### src/rtl/dispatch_ctrl_if.sv
// Decode/rename-to-dispatch handshake bundle: the two decoded slots going in,
// the per-slot dispatch grants and the decode-register stall coming back.
interface dispatch_ctrl_if;
  logic       valid_1;
  logic [1:0] rs_num_1;
  logic       valid_2;
  logic [1:0] rs_num_2;
  logic       disp_1;
  logic       disp_2;
  logic       stall;

  // Decode/rename side drives the instruction pair
  modport master (
    output valid_1, rs_num_1, valid_2, rs_num_2,
    input  disp_1, disp_2, stall
  );

  // Dispatch scheduler side returns grants and stall
  modport slave (
    input  valid_1, rs_num_1, valid_2, rs_num_2,
    output disp_1, disp_2, stall
  );
endinterface

### src/rtl/dispatch_ctrl.sv
// Dual-issue in-order dispatch scheduler. Keeps one credit counter per
// reservation station (ALU, SFU, BRU, AGU), grants the decoded pair in program
// order from registered credits, and remembers when only the older slot went
// out so the held pair re-offers just the younger slot next cycle.
module dispatch_ctrl #(
  parameter int ALU_DEPTH = 16,
  parameter int SFU_DEPTH = 8,
  parameter int BRU_DEPTH = 8,
  parameter int AGU_DEPTH = 8,
  parameter int CNT_W     = 5
) (
  input  logic               clk,
  input  logic               reset,
  input  logic               recover,
  input  logic               issue_alu,
  input  logic               issue_sfu,
  input  logic               issue_bru,
  input  logic               issue_agu,
  output logic [4*CNT_W-1:0] free_cnt,
  output logic               err_ovf,
  dispatch_ctrl_if.slave     dif
);

  typedef enum logic {
    ST_BOTH   = 1'b0,  // full pair still pending
    ST_SECOND = 1'b1   // older slot dispatched, younger slot waiting
  } state_t;

  state_t           state;
  logic [CNT_W-1:0] cred [4];
  logic [3:0]       issue_vec;
  logic [3:0]       ovf_vec;
  logic [CNT_W-1:0] cred_1;
  logic [CNT_W-1:0] cred_2;
  logic [CNT_W-1:0] need_2;
  logic             g1;
  logic             g2;
  logic             stall_c;

  assign issue_vec = {issue_agu, issue_bru, issue_sfu, issue_alu};
  assign cred_1    = cred[dif.rs_num_1];
  assign cred_2    = cred[dif.rs_num_2];
  // Two instructions to the same station need two credits in the same cycle.
  assign need_2    = (dif.rs_num_1 == dif.rs_num_2) ? CNT_W'(2) : CNT_W'(1);

  // Grant and stall decisions from registered credits; recover masks everything.
  always_comb begin
    g1      = 1'b0;
    g2      = 1'b0;
    stall_c = 1'b0;
    if (!recover) begin
      if (state == ST_BOTH) begin
        g1      = dif.valid_1 && (cred_1 != '0);
        // A lone younger slot is not a legal pair, so it never grants or stalls.
        g2      = g1 && dif.valid_2 && (cred_2 >= need_2);
        stall_c = (dif.valid_1 && !g1) || (dif.valid_1 && dif.valid_2 && !g2);
      end else begin
        g2      = dif.valid_2 && (cred_2 != '0);
        stall_c = !g2;
      end
    end
  end

  assign dif.disp_1 = g1;
  assign dif.disp_2 = g2;
  assign dif.stall  = stall_c;

  // Pair-progress FSM: park in SECOND when only the older slot got out.
  always_ff @(posedge clk or posedge reset) begin
    if (reset) begin
      state <= ST_BOTH;
    end else if (recover) begin
      state <= ST_BOTH;
    end else begin
      case (state)
        ST_BOTH:   if (g1 && dif.valid_2 && !g2) state <= ST_SECOND;
        ST_SECOND: if (g2) state <= ST_BOTH;
        default:   state <= ST_BOTH;
      endcase
    end
  end

  // One credit counter per station; index 0..3 = ALU, SFU, BRU, AGU.
  for (genvar gi = 0; gi < 4; gi++) begin : g_station
    localparam int DEP = (gi == 0) ? ALU_DEPTH :
                         (gi == 1) ? SFU_DEPTH :
                         (gi == 2) ? BRU_DEPTH : AGU_DEPTH;

    logic [CNT_W-1:0] cnt;
    logic [1:0]       used;
    logic             hit_1;
    logic             hit_2;

    assign hit_1 = g1 && (dif.rs_num_1 == 2'(gi));
    assign hit_2 = g2 && (dif.rs_num_2 == 2'(gi));
    assign used  = {1'b0, hit_1} + {1'b0, hit_2};
    // A free arriving while the station is already empty has nothing to return.
    assign ovf_vec[gi] = issue_vec[gi] && (used == 2'd0) && (cnt == CNT_W'(DEP));

    // Credits drop by dispatches and rise by issued entries; recover refills.
    always_ff @(posedge clk or posedge reset) begin
      if (reset) begin
        cnt <= CNT_W'(DEP);
      end else if (recover) begin
        cnt <= CNT_W'(DEP);
      end else if (!ovf_vec[gi]) begin
        cnt <= cnt - CNT_W'(used) + CNT_W'(issue_vec[gi]);
      end
    end

    assign cred[gi] = cnt;
    assign free_cnt[gi*CNT_W +: CNT_W] = cnt;
  end

  // Sticky overflow flag; frees are ignored during recover so it cannot set then.
  always_ff @(posedge clk or posedge reset) begin
    if (reset) begin
      err_ovf <= 1'b0;
    end else if (!recover && (ovf_vec != 4'b0000)) begin
      err_ovf <= 1'b1;
    end
  end

endmodule

### src/flat_wrapper.sv
// flat-port wrapper written by rule: the top's interface ports become plain ports
module dispatch_ctrl_flat 
#(
  parameter int ALU_DEPTH = 16,
  parameter int SFU_DEPTH = 8,
  parameter int BRU_DEPTH = 8,
  parameter int AGU_DEPTH = 8,
  parameter int CNT_W     = 5
)
  (clk, reset, recover, issue_alu, issue_sfu, issue_bru, issue_agu, free_cnt, err_ovf, dif_valid_1, dif_rs_num_1, dif_valid_2, dif_rs_num_2, dif_disp_1, dif_disp_2, dif_stall);
  dispatch_ctrl_if dif_i ();
  input  logic clk;
  input  logic reset;
  input  logic recover;
  input  logic issue_alu;
  input  logic issue_sfu;
  input  logic issue_bru;
  input  logic issue_agu;
  output logic [4*CNT_W-1:0] free_cnt;
  output logic err_ovf;
  input wire logic [$bits(dif_i.valid_1)-1:0] dif_valid_1;
  input wire logic [$bits(dif_i.rs_num_1)-1:0] dif_rs_num_1;
  input wire logic [$bits(dif_i.valid_2)-1:0] dif_valid_2;
  input wire logic [$bits(dif_i.rs_num_2)-1:0] dif_rs_num_2;
  output wire logic [$bits(dif_i.disp_1)-1:0] dif_disp_1;
  output wire logic [$bits(dif_i.disp_2)-1:0] dif_disp_2;
  output wire logic [$bits(dif_i.stall)-1:0] dif_stall;
  assign dif_i.valid_1 = dif_valid_1;
  assign dif_i.rs_num_1 = dif_rs_num_1;
  assign dif_i.valid_2 = dif_valid_2;
  assign dif_i.rs_num_2 = dif_rs_num_2;
  assign dif_disp_1 = dif_i.disp_1;
  assign dif_disp_2 = dif_i.disp_2;
  assign dif_stall = dif_i.stall;
  dispatch_ctrl #(.ALU_DEPTH(ALU_DEPTH), .SFU_DEPTH(SFU_DEPTH), .BRU_DEPTH(BRU_DEPTH), .AGU_DEPTH(AGU_DEPTH), .CNT_W(CNT_W)) u_core (.clk(clk), .reset(reset), .recover(recover), .issue_alu(issue_alu), .issue_sfu(issue_sfu), .issue_bru(issue_bru), .issue_agu(issue_agu), .free_cnt(free_cnt), .err_ovf(err_ovf), .dif(dif_i));
endmodule
### config.mk
export PLATFORM = sky130hd
export DESIGN_NAME = dispatch_ctrl_flat
export DESIGN_NICKNAME = d
export VERILOG_FILES = /design/src/rtl/dispatch_ctrl_if.sv /design/src/rtl/dispatch_ctrl.sv /design/src/flat_wrapper.sv
export SDC_FILE = /design/constraint.sdc
export NUM_CORES = 1
export LEC_CHECK = 0
export ABC_AREA = 1
export BUFFER_PORTS_ARGS = -buffer_cell sky130_fd_sc_hd__buf_4
export CORE_UTILIZATION = 55
export CTS_BUF_LIST = sky130_fd_sc_hd__clkbuf_16
export CTS_CLUSTER_SIZE = 10
export DETAILED_ROUTE_END_ITERATION = 8
export PLACE_DENSITY = 0.78
export SLEW_MARGIN = 20
export SYNTH_ARGS = -nofsm -noshare
export SYNTH_HDL_FRONTEND = slang
export SYNTH_SLANG_ARGS = --single-unit
### constraint.sdc
create_clock -name clk -period 3.9 [get_ports clk]
set_input_delay 0.39 -clock clk [delete_from_list [all_inputs] [get_ports clk]]
set_output_delay 0.39 -clock clk [all_outputs]
set_load 0.05 [all_outputs]
==> impl_metrics.yaml, run 1 <==
floorplanning:
  start_util: 0.580
  ios: 37
  fp.coreArea_um2: 4030
  rows: 23
  die_y_um: 67.2
  die_x_um: 67.2
  dieArea_um2: 4510
sta:
  rsz0062_at_grt: "no"
  slew_violations: 0
  layout_setup_ws_ns: 0.274
  setup_viol: 0
  clock_skew_ns: 0.00432
  fin_setup_tns_ns: 0
  period_share: 0.930
  timing.final.crit_period_ns: 3.63
  fmax_ghz: 0.276
  slew_headroom: 0.415
  hold_viol: 0
  worstMarginPinSlew_ns: 0.877
logic_synthesis:
  synth_area_um2: 2330
  synth_warnings: 0
  synth-main-ff-cell: "dfrtp_1"
  postSynthCellCount: 317
  synthesis.nets: 376
  ys_seq_area_frac: 0.238
  synth_edf_count: 0
  ys_ff_latch: 22
  syn_avg_cell_area_um2: 7.37
  async_flop_share: 1.00
  ys_types: 28
cts:
  cts_made_buffers: 3
  cts.htree.levels: 1
  clk_path_buf_depth: 2
  clk_pin_slew_ns: 0.06
  clockRootBuffer: "clkbuf_16"
  postCtsSetupBuffers: 0
  postCtsResizedCells: 0
  cts_hold_buf: 0
  cts_tree: "yes"
  clk_latency_ns: 0.26
  cts.sinks: 22
pwr:
  vdd_drop_max_uv: 342
  power_density_nw_per_um2: 611
  switchingPower_mw: 0.850
  intPower_mw: 0.812
  clock_power_share: 0.136
  comb_power_share: 0.624
  switching_share: 0.511
  leakage_nw: 1.53
  seq_power_share: 0.241
setup_path:
  r2r_slack_ns: 0.27
  path_max_fanout: 5
  cp_num_buf_inv: 4
  worstSetupPathDepth: 24
  path_cells: "nand3_1, nand2_1, nor2_1, inv_1, ha_1, a21oi_1, nand3_2, nand3_1, nand2_1, nand2_2, nor2_4, nand2_1, ha_1, ha_1, inv_1, ha_1, inv_1, fa_1, inv_1, a21oi_1, nor2_1, nor2_1, a21oi_1, o21ai_0"
  r2r-start: "u_core.g_station[2].cnt[1]$_DFFE_PP0P_"
  cp_top_family: "adder cells"
  rr_worst_depth: 24
  critPathMaxStageDelay_ns: 0.44
  end_kind: "flop"
  worstPathRequired_ns: 4.09
  crit_type: "reg2reg"
  arrival_ns: 3.81
  rr_endpoint: "u_core.g_station[0].cnt[4]$_DFFE_PP1P_"
  crit_path_start_kind: "flop"
  critPathSlowestCell: "dfrtp_1"
detailed_routing:
  ant_nets: 0
  post-route-drc-count: 0
  wl_per_cell_um: 13.5
  dr_total_vias: 2113
  via_per_inst: 5.23
  drt-total-wl_um: 5470
  drt-initial-drc-count: 208
  firstDrtPassIters: 4
job:
  drv_cap: 0
global_route:
  grt_max_degree: 23
  grt_pass1_wl_um: 9050
  gr-total-overflow: 0
  track_usage: 0.272
  met3_usage: 0.0405
  grtUsageMet1: 0.361
  grt_use_met2: 0.458
  antenna_found_initial: 0
  grt_pass1_vias: 1971
  grt_busiest_layer: "met2"
placement:
  post-place-ws_ns: 0.0845
  hpwlAfterDp_um: 4370
  port_buffers: 36
  gp_congestion: 0.945
cells_and_area:
  antenna_cells: 0
  fillers: 354
  final_net_count: 414
  synthToLayoutAreaGrowth_pct: 16.5
  drive_gt1_frac: 0.164
worst_hold_path:
  hold_class: "in2async"
outcome:
  status: "finished clean"
[flip-flops by register name, indices dropped and copies added, names as in the netlist]
name                  flops
u_core.err_ovf            1
u_core.g_station.cnt     20
u_core.state              1
[worst max path at each step]
stage / start / to
2_1_floorplan: u_core.g_station[1].cnt[0]$_DFFE_PP0P_ / u_core.g_station[2].cnt[4]$_DFFE_PP0P_
3_3_place_gp: dif_rs_num_2[0] / u_core.g_station[3].cnt[4]$_DFFE_PP0P_
3_5_place_dp: dif_rs_num_2[0] / u_core.g_station[0].cnt[4]$_DFFE_PP1P_
4_1_cts: u_core.g_station[2].cnt[1]$_DFFE_PP0P_ / u_core.g_station[0].cnt[4]$_DFFE_PP1P_
5_1_grt: dif_rs_num_2[1] / u_core.g_station[0].cnt[4]$_DFFE_PP1P_
6_report: u_core.g_station[2].cnt[1]$_DFFE_PP0P_ / u_core.g_station[0].cnt[4]$_DFFE_PP1P_
[power by group through the flow]
stage	Sequential (mW)	Clock (mW)	Combinational, mW
floorplan	0.585	0	0.579
global placement	0.400	0	1.00
detailed placement	0.402	0	1.03
CTS	0.399	0.228	1.04
global route	0.406	0.241	1.15
finish	0.400	0.226	1.04
[stage by stage]
stage | instances | hold slack (ns) | power (mW) | util | area [um^2]
floorplan | 317 | 0.376 | 1.16 | - | 2330
global placement | 400 | 0.473 | 1.40 | 0.655 | 2640
detailed placement | 400 | 0.460 | 1.43 | 0.655 | 2640
CTS | 404 | 0.354 | 1.66 | 0.675 | 2720
global route | 404 | 0.388 | 1.80 | 0.675 | 2720
finish | 404 | 0.312 | 1.66 | 0.675 | 2720
[cells in the mapped netlist (4+ instances only)]
master | n | area (um^2)
ha_1 | 42 | 526
nor3_1 | 5 | 25.0
inv_1 | 61 | 229
a21oi_1 | 14 | 70.1
nand2_1 | 62 | 233
dfstp_2 | 4 | 105
fa_1 | 4 | 80.1
dfrtp_1 | 18 | 450
nor2_1 | 39 | 146
nand3_2 | 4 | 40.0
o21ai_0 | 9 | 45.0
nand3_1 | 16 | 80.1
xor2_1 | 14 | 123
[per-layer routing]
metal,up-vias,part of all wire
li1,1063,-
met1,969,0.46
met2,74,0.47
met3,7,0.059
met4,0,0.012
met5,-,0
[cells in the final DEF, fill, tap and decap left out, types with 2 or more instances in the layout]
master,netlist,final
nor2_2,2,2
buf_4,0,36
o21ai_0,9,9
nand3b_1,2,2
dfstp_2,4,4
a21oi_1,14,14
ha_1,42,42
inv_1,61,61
nand3_1,16,16
nand4_1,3,3
clkbuf_16,0,3
o22ai_1,3,3
nor2_4,2,2
fa_1,4,4
dfrtp_1,18,18
nand2_1,62,62
nor3_1,5,5
xor2_1,14,14
nand3_2,4,4
nor2_1,39,39
nand2_2,3,3
[worst register-to-register path, cell delays in order, from the launching register on]
cell     delay (ns)
dfrtp_1        0.44
nand3_1        0.12
nand2_1        0.07
nor2_1         0.16
inv_1          0.07
ha_1           0.29
a21oi_1        0.07
nand3_2        0.07
nand3_1        0.07
nand2_1        0.11
nand2_2        0.07
nor2_4         0.14
nand2_1        0.09
ha_1           0.31
ha_1           0.27
inv_1          0.05
ha_1           0.16
inv_1          0.05
fa_1           0.41
inv_1          0.08
a21oi_1        0.05
nor2_1         0.10
nor2_1         0.07
a21oi_1        0.12
o21ai_0        0.09
[layout make-up]
type | count | area, um^2 | area share
multi-input combinational | 229 | 1510 | 0.556
clock inverter | 1 | 3.75 | 0.00138
sequential | 22 | 556 | 0.204
tap | 50 | 62.6 | 0.0230
clock buffer | 3 | 75.1 | 0.0276
timing repair buffer | 36 | 270 | 0.0994
inverter | 63 | 239 | 0.0879
[cell families (layout without fill, tap and decap cells)]
kind of cell             after synthesis  in the layout  share of synthesized area
adder cells (fa/ha/maj)               46             46                      0.259
buffers and inverters                 66            103                      0.114
AO/OA/AOI/OAI                         29             29                     0.0675
XOR/XNOR                              15             15                     0.0563
flip-flops                            22             22                      0.238
AND/OR/NAND/NOR                      139            139                      0.265
Note: power is estimated with default switching activity, not from simulation.
==> run 2: changes to the inputs <==
- RECOVER_POWER: unset -> 100
- SKIP_LAST_GASP: unset -> 1
==> run 2 against run 1 <==
Count of clock-buffer cells in the layout did not move. Clock skew hardly changed. Clock power about the same. Global-route usage is the same. First-iteration DRC count shrank 0.48%. Register-to-register slack better by 0.02 ns. Highest routed layer unchanged. Power is 3.5% lower. Flip-flop and latch count unchanged. Largest cell class unchanged. Largest power group unchanged.
==> impl_metrics.yaml, run 2 (synthesis results as in run 1) <==
detailed_routing:
  top_layer: "met4"
  met3WireLength_um: 308
  via_per_inst: 5.25
  drt-initial-drc-count: 207
  drt-total-wl_um: 5500
  firstDrtPassIters: 4
  dr_total_vias: 2120
  wl_met1_um: 2520
  dr_wl_met2_um: 2600
  ant_nets: 0
  wl_per_cell_um: 13.6
  post-route-drc-count: 0
cts:
  clockRootBuffer: "clkbuf_16"
  cts.sinks: 22
  cts_hold_buf: 0
  postCtsResizedCells: 0
  clk_latency_ns: 0.26
  cts.htree.levels: 1
  cts_made_buffers: 3
  postCtsSetupBuffers: 0
  cts_tree: "yes"
  clk_path_buf_depth: 2
  clk_pin_slew_ns: 0.06
cells_and_area:
  final_net_count: 414
  final_common_cell: "nand2_1"
  final_cell_mix: "63 x nand2_1, 61 x inv_1, 42 x ha_1"
  antenna_cells: 0
  largest_register_ffs: 20
  synthToLayoutAreaGrowth_pct: 12.3
  post-route-util: 0.651
  reg.largest.list: "u_core.g_station.cnt (20), u_core.err_ovf (1), u_core.state (1)"
  drive_gt1_frac: 0.0904
  regMostFlops: "u_core.g_station.cnt"
job:
  drv_cap: 0
setup_path:
  crit_type: "reg2reg"
  worstPathRequired_ns: 4.09
  crit_path_start_kind: "flop"
  end_kind: "flop"
  path_max_fanout: 5
  arrival_ns: 3.79
floorplanning:
  die_x_um: 67.2
  ios: 37
  die_y_um: 67.2
  fp.coreArea_um2: 4030
  rows: 23
  start_util: 0.580
  dieArea_um2: 4510
pwr:
  power_density_nw_per_um2: 612
  leakage_nw: 1.43
  vdd_drop_max_uv: 336
global_route:
  grt_pass1_wl_um: 9050
  grt_pass1_vias: 1971
  track_usage: 0.272
  antenna_found_initial: 0
  gr-total-overflow: 0
  grt_max_degree: 23
sta:
  slew_headroom: 0.418
  slew_violations: 0
  rsz0062_at_grt: "no"
  layout_setup_ws_ns: 0.292
  clock_skew_ns: 0.00395
  timing.final.crit_period_ns: 3.61
  fin_setup_tns_ns: 0
  hold_viol: 0
  setup_viol: 0
  period_share: 0.925
  worstMarginPinSlew_ns: 0.873
  fmax_ghz: 0.277
placement:
  gp_congestion: 0.945
  post-place-ws_ns: 0.0845
  port_buffers: 36
  hpwlAfterDp_um: 4370
worst_hold_path:
  hold_class: "in2async"
outcome:
  status: "finished clean"
-- run 2: final cells by class --
cell class,count,area (um^2)
clock inverters,1,3.75
inverters,63,239
fillers,382,1410
flip-flops and latches,22,556
clock buffers,3,75.1
repair buffers,36,180
well taps,50,62.6
multi-input cells,229,1510
-- run 2: worst paths after layout --
check / startpoint / end / slack [ns] / cells after the start
setup reg to reg: u_core.g_station[2].cnt[1]$_DFFE_PP0P_ / u_core.g_station[0].cnt[4]$_DFFE_PP1P_ / 0.29 / 24
setup / recovery: u_core.g_station[2].cnt[1]$_DFFE_PP0P_ / u_core.g_station[0].cnt[4]$_DFFE_PP1P_ / 0.29 / 24
hold / removal: reset / u_core.g_station[1].cnt[2]$_DFFE_PP0P_ / 0.31 / 2
min in group clk: u_core.err_ovf$_DFFE_PP0P_ / u_core.err_ovf$_DFFE_PP0P_ / 0.48 / 1
hold reg to reg: u_core.err_ovf$_DFFE_PP0P_ / u_core.err_ovf$_DFFE_PP0P_ / 0.48 / 1
max in group asynchronous: reset / u_core.g_station[3].cnt[0]$_DFFE_PP0P_ / 3.05 / 2
-- run 2: per-stage QoR --
step                total power [mW]  area (um^2)  hold WS [ns]  cells
floorplan                       1.16         2330         0.376    317
global placement                1.40         2640         0.473    400
detailed placement              1.43         2640         0.460    400
CTS                             1.66         2720         0.354    404
global route                    1.74         2620         0.391    404
finish                          1.60         2620         0.311    404
-- run 2: per-layer routing --
metal,vias up,GRT usage
met3,7,0.0405
met5,-,0
met2,69,0.458
met1,982,0.361
li1,1062,-
met4,0,0.0718
-- run 2: power by group --
group          internal, mW  switching, mW
clock network         0.137         0.0889
registers             0.303         0.0946
logic                 0.316          0.664
-- run 2: critical path, stage by stage, from the launching register on --
cell and delay (ns):
dfrtp_1 0.44, nand3_1 0.12, nand2_1 0.07, nor2_1 0.16
inv_1 0.07, ha_1 0.28, a21oi_1 0.07, nand3_2 0.07
nand3_1 0.07, nand2_1 0.08, nand2_1 0.08, nor2_4 0.15
nand2_1 0.09, ha_1 0.31, ha_1 0.27, inv_1 0.05
ha_1 0.16, inv_1 0.05, fa_1 0.41, inv_1 0.08
a21oi_1 0.05, nor2_1 0.10, nor2_1 0.07, a21oi_1 0.12
o21ai_0 0.09
==> run 3: changes to the inputs <==
==> constraint.sdc (replaced) <==
create_clock -name clk -period 3.9 [get_ports clk]
set_input_delay 0.585 -clock clk [delete_from_list [all_inputs] [get_ports clk]]
set_output_delay 0.585 -clock clk [all_outputs]
set_load 0.05 [all_outputs]
==> run 3 against run 2 <==
Power up 4.1%. Maximum frequency is 0.87% lower. Critical endpoint is now u_core.g_station[3].cnt[4]$_DFFE_PP0P_. Clock power grew 28%. Design area grew 1.8%. Cell count rose by 0.25%.
==> impl_metrics.yaml, run 3 (synthesis results as in run 1) <==
setup_path:
  rr_endpoint: "u_core.g_station[3].cnt[4]$_DFFE_PP0P_"
  crit_path_start: "dif_rs_num_2[0]"
  cp_top_family: "adder cells"
  end_kind: "flop"
  crit_type: "in2reg"
  arrival_ns: 3.79
  critPathMaxStageDelay_ns: 0.41
  path_max_fanout: 11
  worstSetupPathDepth: 24
  crit_path_start_kind: "primary input"
  path_cells: "buf_4, inv_4, nand3_2, nand2_1, nor2_2, ha_1, inv_1, nand2_1, a21oi_1, nand3_2, nand3_1, nand2_1, nand2_1, nor2_4, nand2_1, ha_1, ha_1, inv_1, ha_1, inv_1, fa_1, o21ai_0, xor2_1, nor2_1"
  critPathSlowestCell: "fa_1"
  r2r_slack_ns: 0.38
  r2r-start: "u_core.g_station[2].cnt[1]$_DFFE_PP0P_"
  crit_top_cell: "nand2_1"
  worstPathRequired_ns: 4.05
  rr_worst_depth: 21
  cp_num_buf_inv: 5
  cp-endpoint: "u_core.g_station[3].cnt[4]$_DFFE_PP0P_"
cells_and_area:
  final_cell_mix: "63 x nand2_1, 60 x inv_1, 42 x ha_1"
  final_common_cell: "nand2_1"
  layout.cells.non_filler: 405
  stdcell_area_um2: 2670
  drive_gt1_frac: 0.104
  regMostFlops: "u_core.g_station.cnt"
  antenna_cells: 0
  fillers: 379
  largest_register_ffs: 20
  final_net_count: 415
  reg.largest.list: "u_core.g_station.cnt (20), u_core.err_ovf (1), u_core.state (1)"
  post-route-util: 0.662
  synthToLayoutAreaGrowth_pct: 14.3
detailed_routing:
  via_per_inst: 5.23
  drt-initial-drc-count: 126
  wl_per_cell_um: 13.3
  post-route-drc-count: 0
  firstDrtPassIters: 4
  dr_total_vias: 2118
  ant_nets: 0
  drt-total-wl_um: 5390
pwr:
  leakage_nw: 1.45
  power_density_nw_per_um2: 625
  vdd_drop_max_uv: 354
sta:
  period_share: 0.933
  worstMarginPinSlew_ns: 0.884
  slew_headroom: 0.410
  timing.final.crit_period_ns: 3.64
  slew_violations: 0
  fmax_ghz: 0.275
  setup_viol: 0
  clock_skew_ns: 0.00204
  hold_viol: 0
cts:
  clk_latency_ns: 0.26
  cts_hold_buf: 0
  clk_path_buf_depth: 2
  cts_made_buffers: 3
  cts_tree: "yes"
  clockRootBuffer: "clkbuf_16"
  clk_pin_slew_ns: 0.06
  cts.htree.levels: 1
  cts.sinks: 22
placement:
  placed_area_um2: 2640
  hpwlAfterDp_um: 4220
  port_buffers: 36
  gp_congestion: 0.948
  dp.cells: 400
global_route:
  track_usage: 0.264
  grt_pass1_wl_um: 8980
  grt_max_degree: 23
  antenna_found_initial: 0
  gr-total-overflow: 0
  grt_pass1_vias: 2023
floorplanning:
  start_util: 0.580
  dieArea_um2: 4510
  ios: 37
  die_x_um: 67.2
  rows: 23
  fp.coreArea_um2: 4030
  die_y_um: 67.2
worst_hold_path:
  hold_class: "reg2reg"
outcome:
  status: "finished clean"
job:
  drv_cap: 0
-- run 3: cell types whose count changed in the layout (fill, tap and decap cells not counted), sizes merged --
cell    before  now
buf         11   12
bufinv       0    1
clkinv       1    0
-- run 3: area by class of cell --
cell class / count / area, um^2 / share of cell area
Inverter: 63 / 239 / 0.0895
Timing Repair Buffer: 37 / 191 / 0.0717
Clock inverter: 1 / 30.0 / 0.0113
Sequential cell: 22 / 556 / 0.208
Multi-Input combinational cell: 229 / 1520 / 0.568
Tap cell: 50 / 62.6 / 0.0234
Clock buffer: 3 / 75.1 / 0.0281
-- run 3: per-layer routing --
metal | track usage | vias up | share of wire
met4 | 0.0718 | 0 | 0.016
met5 | 0 | - | 0
met3 | 0.0490 | 8 | 0.058
met2 | 0.424 | 69 | 0.46
li1 | - | 1065 | -
met1 | 0.362 | 976 | 0.47
-- run 3: repair_timing --
action	CTS	global route
buffers inserted	0	1
setup endpoints to repair	0	4
gates resized for setup	0	5
-- run 3: worst min-delay path by stage --
stage,start,to,depth (start not counted)
3_3_place_gp,u_core.err_ovf$_DFFE_PP0P_,u_core.err_ovf$_DFFE_PP0P_,1
3_5_place_dp,u_core.err_ovf$_DFFE_PP0P_,u_core.err_ovf$_DFFE_PP0P_,1
6_report,u_core.err_ovf$_DFFE_PP0P_,u_core.err_ovf$_DFFE_PP0P_,1
4_1_cts,u_core.err_ovf$_DFFE_PP0P_,u_core.err_ovf$_DFFE_PP0P_,1
5_1_grt,u_core.err_ovf$_DFFE_PP0P_,u_core.err_ovf$_DFFE_PP0P_,1
2_1_floorplan,reset,u_core.err_ovf$_DFFE_PP0P_,1
-- run 3: worst register-to-register path, delay by kind of cell, from the launching register on --
family,cells,cell delay (ns)
compound gates,2,0.33
xor+xnor,1,0.16
fa+ha+maj,5,1.40
buf+inv,3,0.16
flops,1,0.44
simple gates,10,0.92
-- run 3: power breakdown --
part           total, mW  internal (mW)  switching, mW
clock              0.290          0.204         0.0864
sequential         0.397          0.303         0.0939
combinational      0.981          0.319          0.662
-- run 3: stage by stage --
| step | setup TNS (ns) | power, mW | hold slack (ns) | setup WS (ns) |
|---|---|---|---|---|
| floorplan | 0 | 1.16 | 0.571 | 0.0642 |
| global placement | 0 | 1.40 | 0.473 | 0.0382 |
| detailed placement | -0.0536 | 1.43 | 0.459 | -0.0342 |
| CTS | 0 | 1.73 | 0.481 | 0.197 |
| global route | -0.0359 | 1.81 | 0.498 | -0.0225 |
| finish | 0 | 1.67 | 0.473 | 0.261 |
